[src/rtl/pipeline_hazard_ctrl.sv]
// Stall/flush controller for the five-stage pipeline: redirect flush, load-use and
// HI/LO hazard stalls, multiply/divide sequencing and a saturating stall counter.
module pipeline_hazard_ctrl #(
    parameter int MUL_CYCLES = 4,
    parameter int DIV_CYCLES = 32,
    parameter int CNT_W      = 32
) (
    input  logic             clk,
    input  logic             CLR,
    input  logic [4:0]       ID_Rs,
    input  logic [4:0]       ID_Rt,
    input  logic             ID_UseRs,
    input  logic             ID_UseRt,
    input  logic             ID_MulDiv,
    input  logic             ID_IsDiv,
    input  logic             ID_ReadHILO,
    input  logic             EX_RegWrite,
    input  logic             EX_MemtoReg,
    input  logic [4:0]       EX_WbRegNum,
    input  logic             EX_Redirect,
    output logic             PC_Stall,
    output logic             IFID_Stall,
    output logic             IFID_CLR,
    output logic             IDEX_CLR,
    output logic             MD_Start,
    output logic             MD_IsDiv,
    output logic             MD_Busy,
    output logic             MD_Done,
    output logic [CNT_W-1:0] StallCount
);

    localparam int MAX_CYC = (DIV_CYCLES > MUL_CYCLES) ? DIV_CYCLES : MUL_CYCLES;
    localparam int CW      = (MAX_CYC > 1) ? $clog2(MAX_CYC) : 1;

    localparam logic [CW-1:0] MUL_LOAD = CW'(MUL_CYCLES - 1);
    localparam logic [CW-1:0] DIV_LOAD = CW'(DIV_CYCLES - 1);

    localparam logic [1:0] ST_IDLE = 2'd0;
    localparam logic [1:0] ST_BUSY = 2'd1;
    localparam logic [1:0] ST_DONE = 2'd2;

    logic [1:0]       state_r;
    logic [CW-1:0]    cnt_r;
    logic             md_start_r;
    logic             md_isdiv_r;
    logic             md_busy_r;
    logic             md_done_r;
    logic [CNT_W-1:0] stall_cnt_r;

    logic lu_hazard_s;
    logic md_hazard_s;
    logic stall_s;
    logic issue_s;

    // Hazard detection; register 0 is hardwired and never creates a dependency.
    always_comb begin
        lu_hazard_s = 1'b0;
        if (EX_RegWrite && EX_MemtoReg && (EX_WbRegNum != 5'd0)) begin
            lu_hazard_s = (ID_UseRs && (ID_Rs == EX_WbRegNum)) ||
                          (ID_UseRt && (ID_Rt == EX_WbRegNum));
        end else begin
            lu_hazard_s = 1'b0;
        end
        md_hazard_s = (state_r != ST_IDLE) && (ID_MulDiv || ID_ReadHILO);
        stall_s     = lu_hazard_s || md_hazard_s;
        issue_s     = (state_r == ST_IDLE) && ID_MulDiv && !lu_hazard_s && !EX_Redirect;
    end

    // Pipeline register controls; a redirect wins because the ID instruction is wrong-path.
    always_comb begin
        PC_Stall   = 1'b0;
        IFID_Stall = 1'b0;
        IFID_CLR   = 1'b0;
        IDEX_CLR   = 1'b0;
        if (EX_Redirect) begin
            IFID_CLR = 1'b1;
            IDEX_CLR = 1'b1;
        end else if (stall_s) begin
            PC_Stall   = 1'b1;
            IFID_Stall = 1'b1;
            IDEX_CLR   = 1'b1;
        end else begin
            PC_Stall   = 1'b0;
            IFID_Stall = 1'b0;
        end
    end

    // Multiply/divide sequencer; an issued operation is never cancelled by a redirect.
    always_ff @(posedge clk or posedge CLR) begin
        if (CLR) begin
            state_r    <= ST_IDLE;
            cnt_r      <= {CW{1'b0}};
            md_start_r <= 1'b0;
            md_isdiv_r <= 1'b0;
            md_busy_r  <= 1'b0;
            md_done_r  <= 1'b0;
        end else begin
            case (state_r)
                ST_IDLE: begin
                    md_done_r <= 1'b0;
                    if (issue_s) begin
                        state_r    <= ST_BUSY;
                        cnt_r      <= ID_IsDiv ? DIV_LOAD : MUL_LOAD;
                        md_isdiv_r <= ID_IsDiv;
                        md_start_r <= 1'b1;
                        md_busy_r  <= 1'b1;
                    end else begin
                        md_start_r <= 1'b0;
                        md_busy_r  <= 1'b0;
                    end
                end
                ST_BUSY: begin
                    md_start_r <= 1'b0;
                    if (cnt_r == {CW{1'b0}}) begin
                        state_r   <= ST_DONE;
                        md_busy_r <= 1'b0;
                        md_done_r <= 1'b1;
                    end else begin
                        cnt_r <= cnt_r - CW'(1);
                    end
                end
                ST_DONE: begin
                    state_r   <= ST_IDLE;
                    md_done_r <= 1'b0;
                    md_busy_r <= 1'b0;
                end
                default: begin
                    state_r    <= ST_IDLE;
                    cnt_r      <= {CW{1'b0}};
                    md_start_r <= 1'b0;
                    md_busy_r  <= 1'b0;
                    md_done_r  <= 1'b0;
                end
            endcase
        end
    end

    // Saturating stall-cycle counter; redirect cycles are flushes, not stalls.
    always_ff @(posedge clk or posedge CLR) begin
        if (CLR) begin
            stall_cnt_r <= {CNT_W{1'b0}};
        end else if (stall_s && !EX_Redirect && (stall_cnt_r != {CNT_W{1'b1}})) begin
            stall_cnt_r <= stall_cnt_r + CNT_W'(1);
        end else begin
            stall_cnt_r <= stall_cnt_r;
        end
    end

    assign MD_Start   = md_start_r;
    assign MD_IsDiv   = md_isdiv_r;
    assign MD_Busy    = md_busy_r;
    assign MD_Done    = md_done_r;
    assign StallCount = stall_cnt_r;

endmodule

[config.mk]
export PLATFORM = sky130hd
export DESIGN_NAME = pipeline_hazard_ctrl
export DESIGN_NICKNAME = d
export VERILOG_FILES = /design/src/rtl/pipeline_hazard_ctrl.sv
export SDC_FILE = /design/constraint.sdc
export NUM_CORES = 1
export LEC_CHECK = 0
export CAP_MARGIN = 10
export CORE_ASPECT_RATIO = 1.5
export CORE_MARGIN = 2
export CORE_UTILIZATION = 50
export DETAILED_ROUTE_END_ITERATION = 10
export HOLD_SLACK_MARGIN = 0.08
export PLACE_DENSITY = 0.84
export SETUP_SLACK_MARGIN = 0.3
export SLEW_MARGIN = 20
export SYNTH_ARGS = -nofsm -noshare
export SYNTH_HDL_FRONTEND = slang
export SYNTH_SLANG_ARGS = --single-unit
[constraint.sdc]
create_clock -name clk -period 3.25 [get_ports clk]
set_input_delay 0.325 -clock clk [delete_from_list [all_inputs] [get_ports clk]]
set_output_delay 0.325 -clock clk [all_outputs]
set_load 0.01 [all_outputs]
=== Yosys cells after proc, flatten, opt, wreduce, memory -nomap -nowiden ===
Index checks and enable logic that the tools add are counted.

* Flip-flop bits (word level): 43
* Output and inout port bits: 40
* Logic and storage cells: 58

* Add/subtract/negate cells: 2
* Equal/unequal tests: 8
* Multiplexer cells: 18
* Bitwise gates (word level): 1
* Reductions and logical operators: 22

{| class="wikitable"
|+ Operators with widths
! cell !! count
|-
| $add A32 B1 Y32 const B || 1
|-
| $ne A32 B32 Y1 const B || 1
|-
| $mux W5 || 3
|-
| $pmux W5 S3 || 1
|-
| $eq A5 B5 Y1 || 2
|-
| $logic_and A1 B1 Y1 || 10
|-
| $mux W1 || 9
|-
| $ne A2 B2 Y1 const B || 3
|-
| $logic_not A5 Y1 || 1
|-
| $reduce_bool A5 Y1 || 1
|-
| $sub A5 B1 Y5 const B || 1
|-
| $mux W2 || 2
|-
| $pmux W1 S2 || 2
|-
| $pmux W2 S2 || 1
|-
| $reduce_and A2 Y1 || 2
|-
| $logic_or A1 B1 Y1 || 3
|-
| $reduce_and A3 Y1 || 1
|-
| $eq A2 B1 Y1 const B || 1
|-
| $eq A2 B2 Y1 const B || 1
|-
| $logic_not A1 Y1 || 2
|-
| $logic_not A2 Y1 || 1
|-
| $reduce_bool A2 Y1 || 1
|-
| $not A1 Y1 || 1
|}

=== Depth between registers and ports, before layout ===
* Depth after elaboration: 9
* Depth in mapped cells: 9
* Depth with buffers taken out: 8

=== Least setup slack after synthesis ===
Ideal clock, no wire load.

* Path kind: flip-flop to flip-flop
* Start point: register stall_cnt_r[10] (netlist: StallCount[10])
* End point: register stall_cnt_r[17] (netlist: StallCount[17])
* Setup time: 0.080 ns
* Arrival: 1.926 ns
* Required time: 3.170 ns
* Slack: 1.245 ns
* Stages on the path, launching flop included: 10
* Cells stage by stage: dfrtp_1 and3_4 and3_1 buf_2 nand2b_2 nor4_1 or3_1 buf_6 nor4_2 xnor2_1

* Cells in the longest elaborated chain, start to end: 2
* Elaborated cells on any way between the ends: 3

{| class="wikitable"
|+ Ends and longest elaborated chain
! item !! RTL line !! text
|-
| start, declared || 48 || <nowiki>logic [CNT_W-1:0] stall_cnt_r;</nowiki>
|-
| start signal, assigned || 141 || <nowiki>stall_cnt_r <= {CNT_W{1'b0}};</nowiki>
|-
| start signal, assigned || 143 || <nowiki>stall_cnt_r <= stall_cnt_r + CNT_W'(1);</nowiki>
|-
| start signal, assigned || 145 || <nowiki>stall_cnt_r <= stall_cnt_r;</nowiki>
|-
| branches (longest 2 deep; another with $add A32 B1 Y32) || - ||
|}

Several ways; the timed one is not identified.
A chain may end at the register's enable or synchronous reset.

=== Worst setup path in the final report ===
* Start point: input EX_WbRegNum[0]
* End point: output IFID_Stall

* Cells in the longest elaborated chain, start to end: 7
* Elaborated cells on any way between the ends: 11

{| class="wikitable"
|+ Ends and longest elaborated chain
! item !! RTL line !! text
|-
| start, declared || 19 || <nowiki>input logic [4:0] EX_WbRegNum,</nowiki>
|-
| $eq A5 B5 Y1, on equally long branches || 59, 60 ||
|-
| $logic_and A1 B1 Y1, on equally long branches || 59, 60 ||
|-
| $logic_or A1 B1 Y1 || 59 || <nowiki>lu_hazard_s = (ID_UseRs && (ID_Rs == EX_WbRegNum)) ||</nowiki>
|-
| $mux W1 (*) || 58 || <nowiki>if (EX_RegWrite && EX_MemtoReg && (EX_WbRegNum != 5'd0)) begin</nowiki>
|-
| $logic_or A1 B1 Y1 (*) || 65 || <nowiki>stall_s = lu_hazard_s || md_hazard_s;</nowiki>
|-
| $mux W1 (*) || 78 || <nowiki>end else if (stall_s) begin</nowiki>
|-
| $mux W1 (*) || 75 || <nowiki>if (EX_Redirect) begin</nowiki>
|-
| end, declared || 22 || <nowiki>output logic IFID_Stall,</nowiki>
|}

Every way passes the cells marked *; elsewhere a longest branch is shown, timed or not.

==> impl.org <==
** Status
- The run finished with clean final reports.

** Cells and area
- Area growth, synth to finish :: 36.6%
- Share of post-route cells with drive strength above 1 :: under 10%
- Number of fill cells :: approximately 320
- Non-filler cells in the finished layout :: ~330
- Count of nets after finishing :: 308
- The finished cells cover between 3000 and 4000 um^2.
- 0 antenna diodes ended up in the layout.

** Worst setup path
- STA puts the critical path data arrival time at roughly 2500 ps.
- Critical path launch point :: EX_WbRegNum[0]
- In this design, the stage delay of the slowest critical-path cell is a little under 500 ps.
- Most repeated library cell on the critical path :: sky130_fd_sc_hd__clkdlybuf4s50_1
- The worst setup path is launched from a primary input.
- Terminus of the critical flop-to-flop path :: StallCount[19]
- Setup slack of the most critical reg-to-reg path :: ~800 ps
- The startpoint identified for the worst register-to-register timing path is StallCount[0].
- Critical Path RT :: between 2000 and 3000 ps
- STA classifies the critical path endpoint as an output pin.
- The most critical setup path has its endpoint at IFID_Stall.
- Slowest cell on the critical path :: sky130_fd_sc_hd__clkdlybuf4s50_1
- R2R cell count :: 7
- The critical path contains buffers and inverters numbering 2 combined.
- The worst setup path is of the primary input to output pin kind.
- The critical path goes through clkdlybuf4s50_1 -> or3_1 -> o311a_1 -> a21oi_1 -> nor2_1 -> clkdlybuf4s50_1.
- Largest delay share family, worst path :: buffers and inverters
- Along the worst path, the maximum fanout reaches 4.
- Critical Path Stages :: 6

** Placement
- Count of input and output buffers :: 64
- Summed over all nets, the half-perimeter wirelength after detailed placement is 3.70 mm.
- The congestion estimate from routability-driven global placement came to 0.820.
- In this run, placement finished with an instance count of 320.
- In this run the cell area measured after placement is between 2000 and 3000 um^2.
- OpenSTA, run right after detailed placement, puts the worst setup slack at around 460 ps.

** Worst hold path
- Cell count of the worst hold path :: 1
- In this run the worst hold path is classified as flop to flop.

** Synthesis
- Post-synth top area share :: around 49%
- Yosys printed 0 warnings.
- After synthesis, flip-flops and latches occupy about half of the total area.
- Mapped Nets :: 242
- The number of different library cells used by synthesis comes to 42.
- Summed instance area of the synthesized netlist :: 2210 um^2
- Share of flip-flops with an asynchronous set or reset after synthesis :: 100%
- Synthesis handed over a netlist of 215 instances.
- Among all flip-flop cells after synthesis, the most frequent one is sky130_fd_sc_hd__dfrtp_1.
- Number of synthesized register bits :: 43
- EDFF count, synth :: 0
- Dominant cells by area after synthesis :: sky130_fd_sc_hd__dfrtp_1 49%, sky130_fd_sc_hd__xnor2_1 13%, sky130_fd_sc_hd__nand4_1 4.0%, sky130_fd_sc_hd__nand3_1 3.6%, sky130_fd_sc_hd__xor2_1 3.2%
- Average size of a mapped cell :: between 10 and 15 um^2
- The synthesized design spends more area on one cell type than any other, namely sky130_fd_sc_hd__dfrtp_1.

** Clock network
- The longest clock path from root to sink contains 2 buffers.
- Source-to-sink clock delay at the later pin of the worst-skew pair :: between 200 and 300 ps
- After clock tree synthesis, the clock-pin slew on the worst setup and hold paths is roughly 80 ps.
- The clock net in this run drives a total of between 40 and 50 sinks.
- Number of buffers added for setup after CTS :: 0
- Buffers inserted to repair hold after CTS numbered 0.
- Buffer type at the clock tree root :: sky130_fd_sc_hd__clkbuf_8
- CTS built an H-tree with a depth of 2.
- TritonCTS built the clock tree.
- Num CTS Buffers :: 5
- Post-CTS repair changed the size of 0 cells.

** Timing
- Setup skew after layout :: between 8 and 9 ps
- Across all setup checks in the final design, the least slack found is 476 ps.
- Setup repair after global routing left no endpoint under its margin.
- Number of failing hold endpoints at the final stage :: 0
- Static timing analysis puts the maximum clock frequency at 361 MHz.
- After layout, the worst path uses a little under nine tenths of the clock period.
- Setup TNS :: 0 ps
- The routed design could run at a clock period as short as approximately 2800 ps.
- Headroom to the max-slew limit :: between 40 and 50%
- For the pin with the worst max-slew slack, the measured transition is between 800 and 900 ps.
- Final-report max-slew violation count :: 0
- Final setup violating endpoints :: 0

** Pwr
- Pwr Density :: approximately 570 nW/um^2
- Worst IR Drop VDD :: roughly 0.00065 V
- Final total power :: between 1.5 and 2 mW
- Leakage power total :: 1.30 nW

** Global route
- The via count of the first global-routing pass came to around 1.8k.
- The number of antenna violations at the first check in global routing was 0.
- Largest net degree at the start of global routing :: 25
- First-pass GRT wire length :: between 8 and 9 mm
- Global routing used between 20% and 30% of the available tracks.
- Global routing finished with a remaining overflow of 0.

** Drt
- In the final routed layout, each cell accounts on average for roughly 15 um.
- In the final routing, the length of wire on met1 measures 2.00 mm.
- Post-detailed-route via-to-cell ratio :: 5.54
- The detail route stage leaves a number of antenna-violating nets equal to 0.
- Amount of wire on met3 after detailed routing :: 217 um
- Top Metal Used :: met4
- The routed layout has 1817 vias.
- Wire length after detailed routing :: ~5 mm
- DRC violations left :: 0
- Metal2 WL :: roughly 2.7 mm
- For this run, the detailed router's first-pass iteration total came to 4.
- For this block, the initial DRC count from the detailed router was 86.

** Floorplan
- Width of the die :: just under 60 um
- The initial utilization of the core area, before any placement, comes to between 50% and 60%.
- In this run the vertical extent of the chip is 85.4 um.
- The die covers ~5000 um^2.
- Number of top-level pins :: 65
- Core area :: ~4200 um^2
- The floorplan has 29 rows.

** Run
- Across the run, the number of max-cap violations was 0.
cell usage in the layout, fill, tap and decap left out, drive strengths merged, types with 3 or more instances in the layout:
| cell type | instances |
|---|---|
| nand2b | 3 |
| buf | 3 |
| nor3 | 8 |
| inv | 10 |
| nand3 | 17 |
| nand4 | 14 |
| clkbuf | 6 |
| xor2 | 8 |
| xnor2 | 33 |
| dfrtp | 43 |
| o21ai | 3 |
| nor4 | 5 |
| and3 | 8 |
| clkdlybuf4s50 | 64 |
| nand2 | 15 |
| nor2 | 12 |
| a21oi | 5 |
state kept, by name, summed over array words and instances (netlist names):
name and flops:
StallCount 32, cnt_r 5, MD_Start 1, state_r 2, MD_IsDiv 1, MD_Done 1
MD_Busy 1
synth_stat cells (all sizes together) (3+ instances only):
| library cell | number |
|---|---|
| nor2 | 12 |
| inv | 10 |
| buf | 8 |
| nor4 | 5 |
| nand2 | 15 |
| nor3 | 8 |
| xnor2 | 33 |
| a21oi | 5 |
| nand3 | 17 |
| nand2b | 3 |
| o21ai | 3 |
| nand4 | 14 |
| xor2 | 8 |
| dfrtp | 43 |
| and3 | 8 |
power breakdown:
group	leakage (nW)	switching [mW]	internal, mW	total (mW)
Combinational	0.663	0.245	0.261	0.506
Sequential	0.571	0.106	0.624	0.730
Clock	0.0654	0.179	0.307	0.486
layer usage:
layer,GRT usage (%),vias up
li1,-,885
met1,27.1,874
met2,37.2,52
met3,3.81,6
met4,8.88,0
met5,0,-
cells by family (layout without fill, tap and decap cells):
group | count (synthesis) | in the layout | share of synthesized area (%)
xor gates and xnor gates | 41 | 41 | 16.3
DFF | 43 | 43 | 48.7
muxes | 1 | 1 | 0.510
adders and majority gates | 2 | 2 | 1.13
buffers and inverters | 18 | 85 | 3.97
AOI/OAI and AO/OA | 21 | 21 | 6.86
and+or+nand+nor | 89 | 89 | 22.5
layout make-up:
type                    instances  area, um^2  share of cell area, %
flip-flops and latches         43        1080                   35.7
multi-input cells             154        1050                   34.8
repair buffers                 67         663                   22.0
clock buffers                   6        72.6                   2.41
clock inverters                 2        60.1                   1.99
well taps                      46        57.6                   1.91
inverters                      10        37.5                   1.24
through the flow:
| step | utilization [%] | hold WS, ps |
|---|---|---|
| CTS | 71.1 | 500 |
| global placement | 67.9 | 477 |
| detailed placement | 67.9 | 480 |
| floorplan | - | 457 |
| global route | 71.1 | 520 |
| finish | 71.1 | 500 |
worst min-delay path by stage:
stage | from | end
after global placement | cnt_r[4] | cnt_r[4]
final | StallCount[6] | StallCount[6]
after global routing | cnt_r[4] | cnt_r[4]
after floorplan | cnt_r[4] | cnt_r[4]
after CTS | StallCount[6] | StallCount[6]
after detailed placement | cnt_r[4] | cnt_r[4]
(Power assumes the default switching activity.)
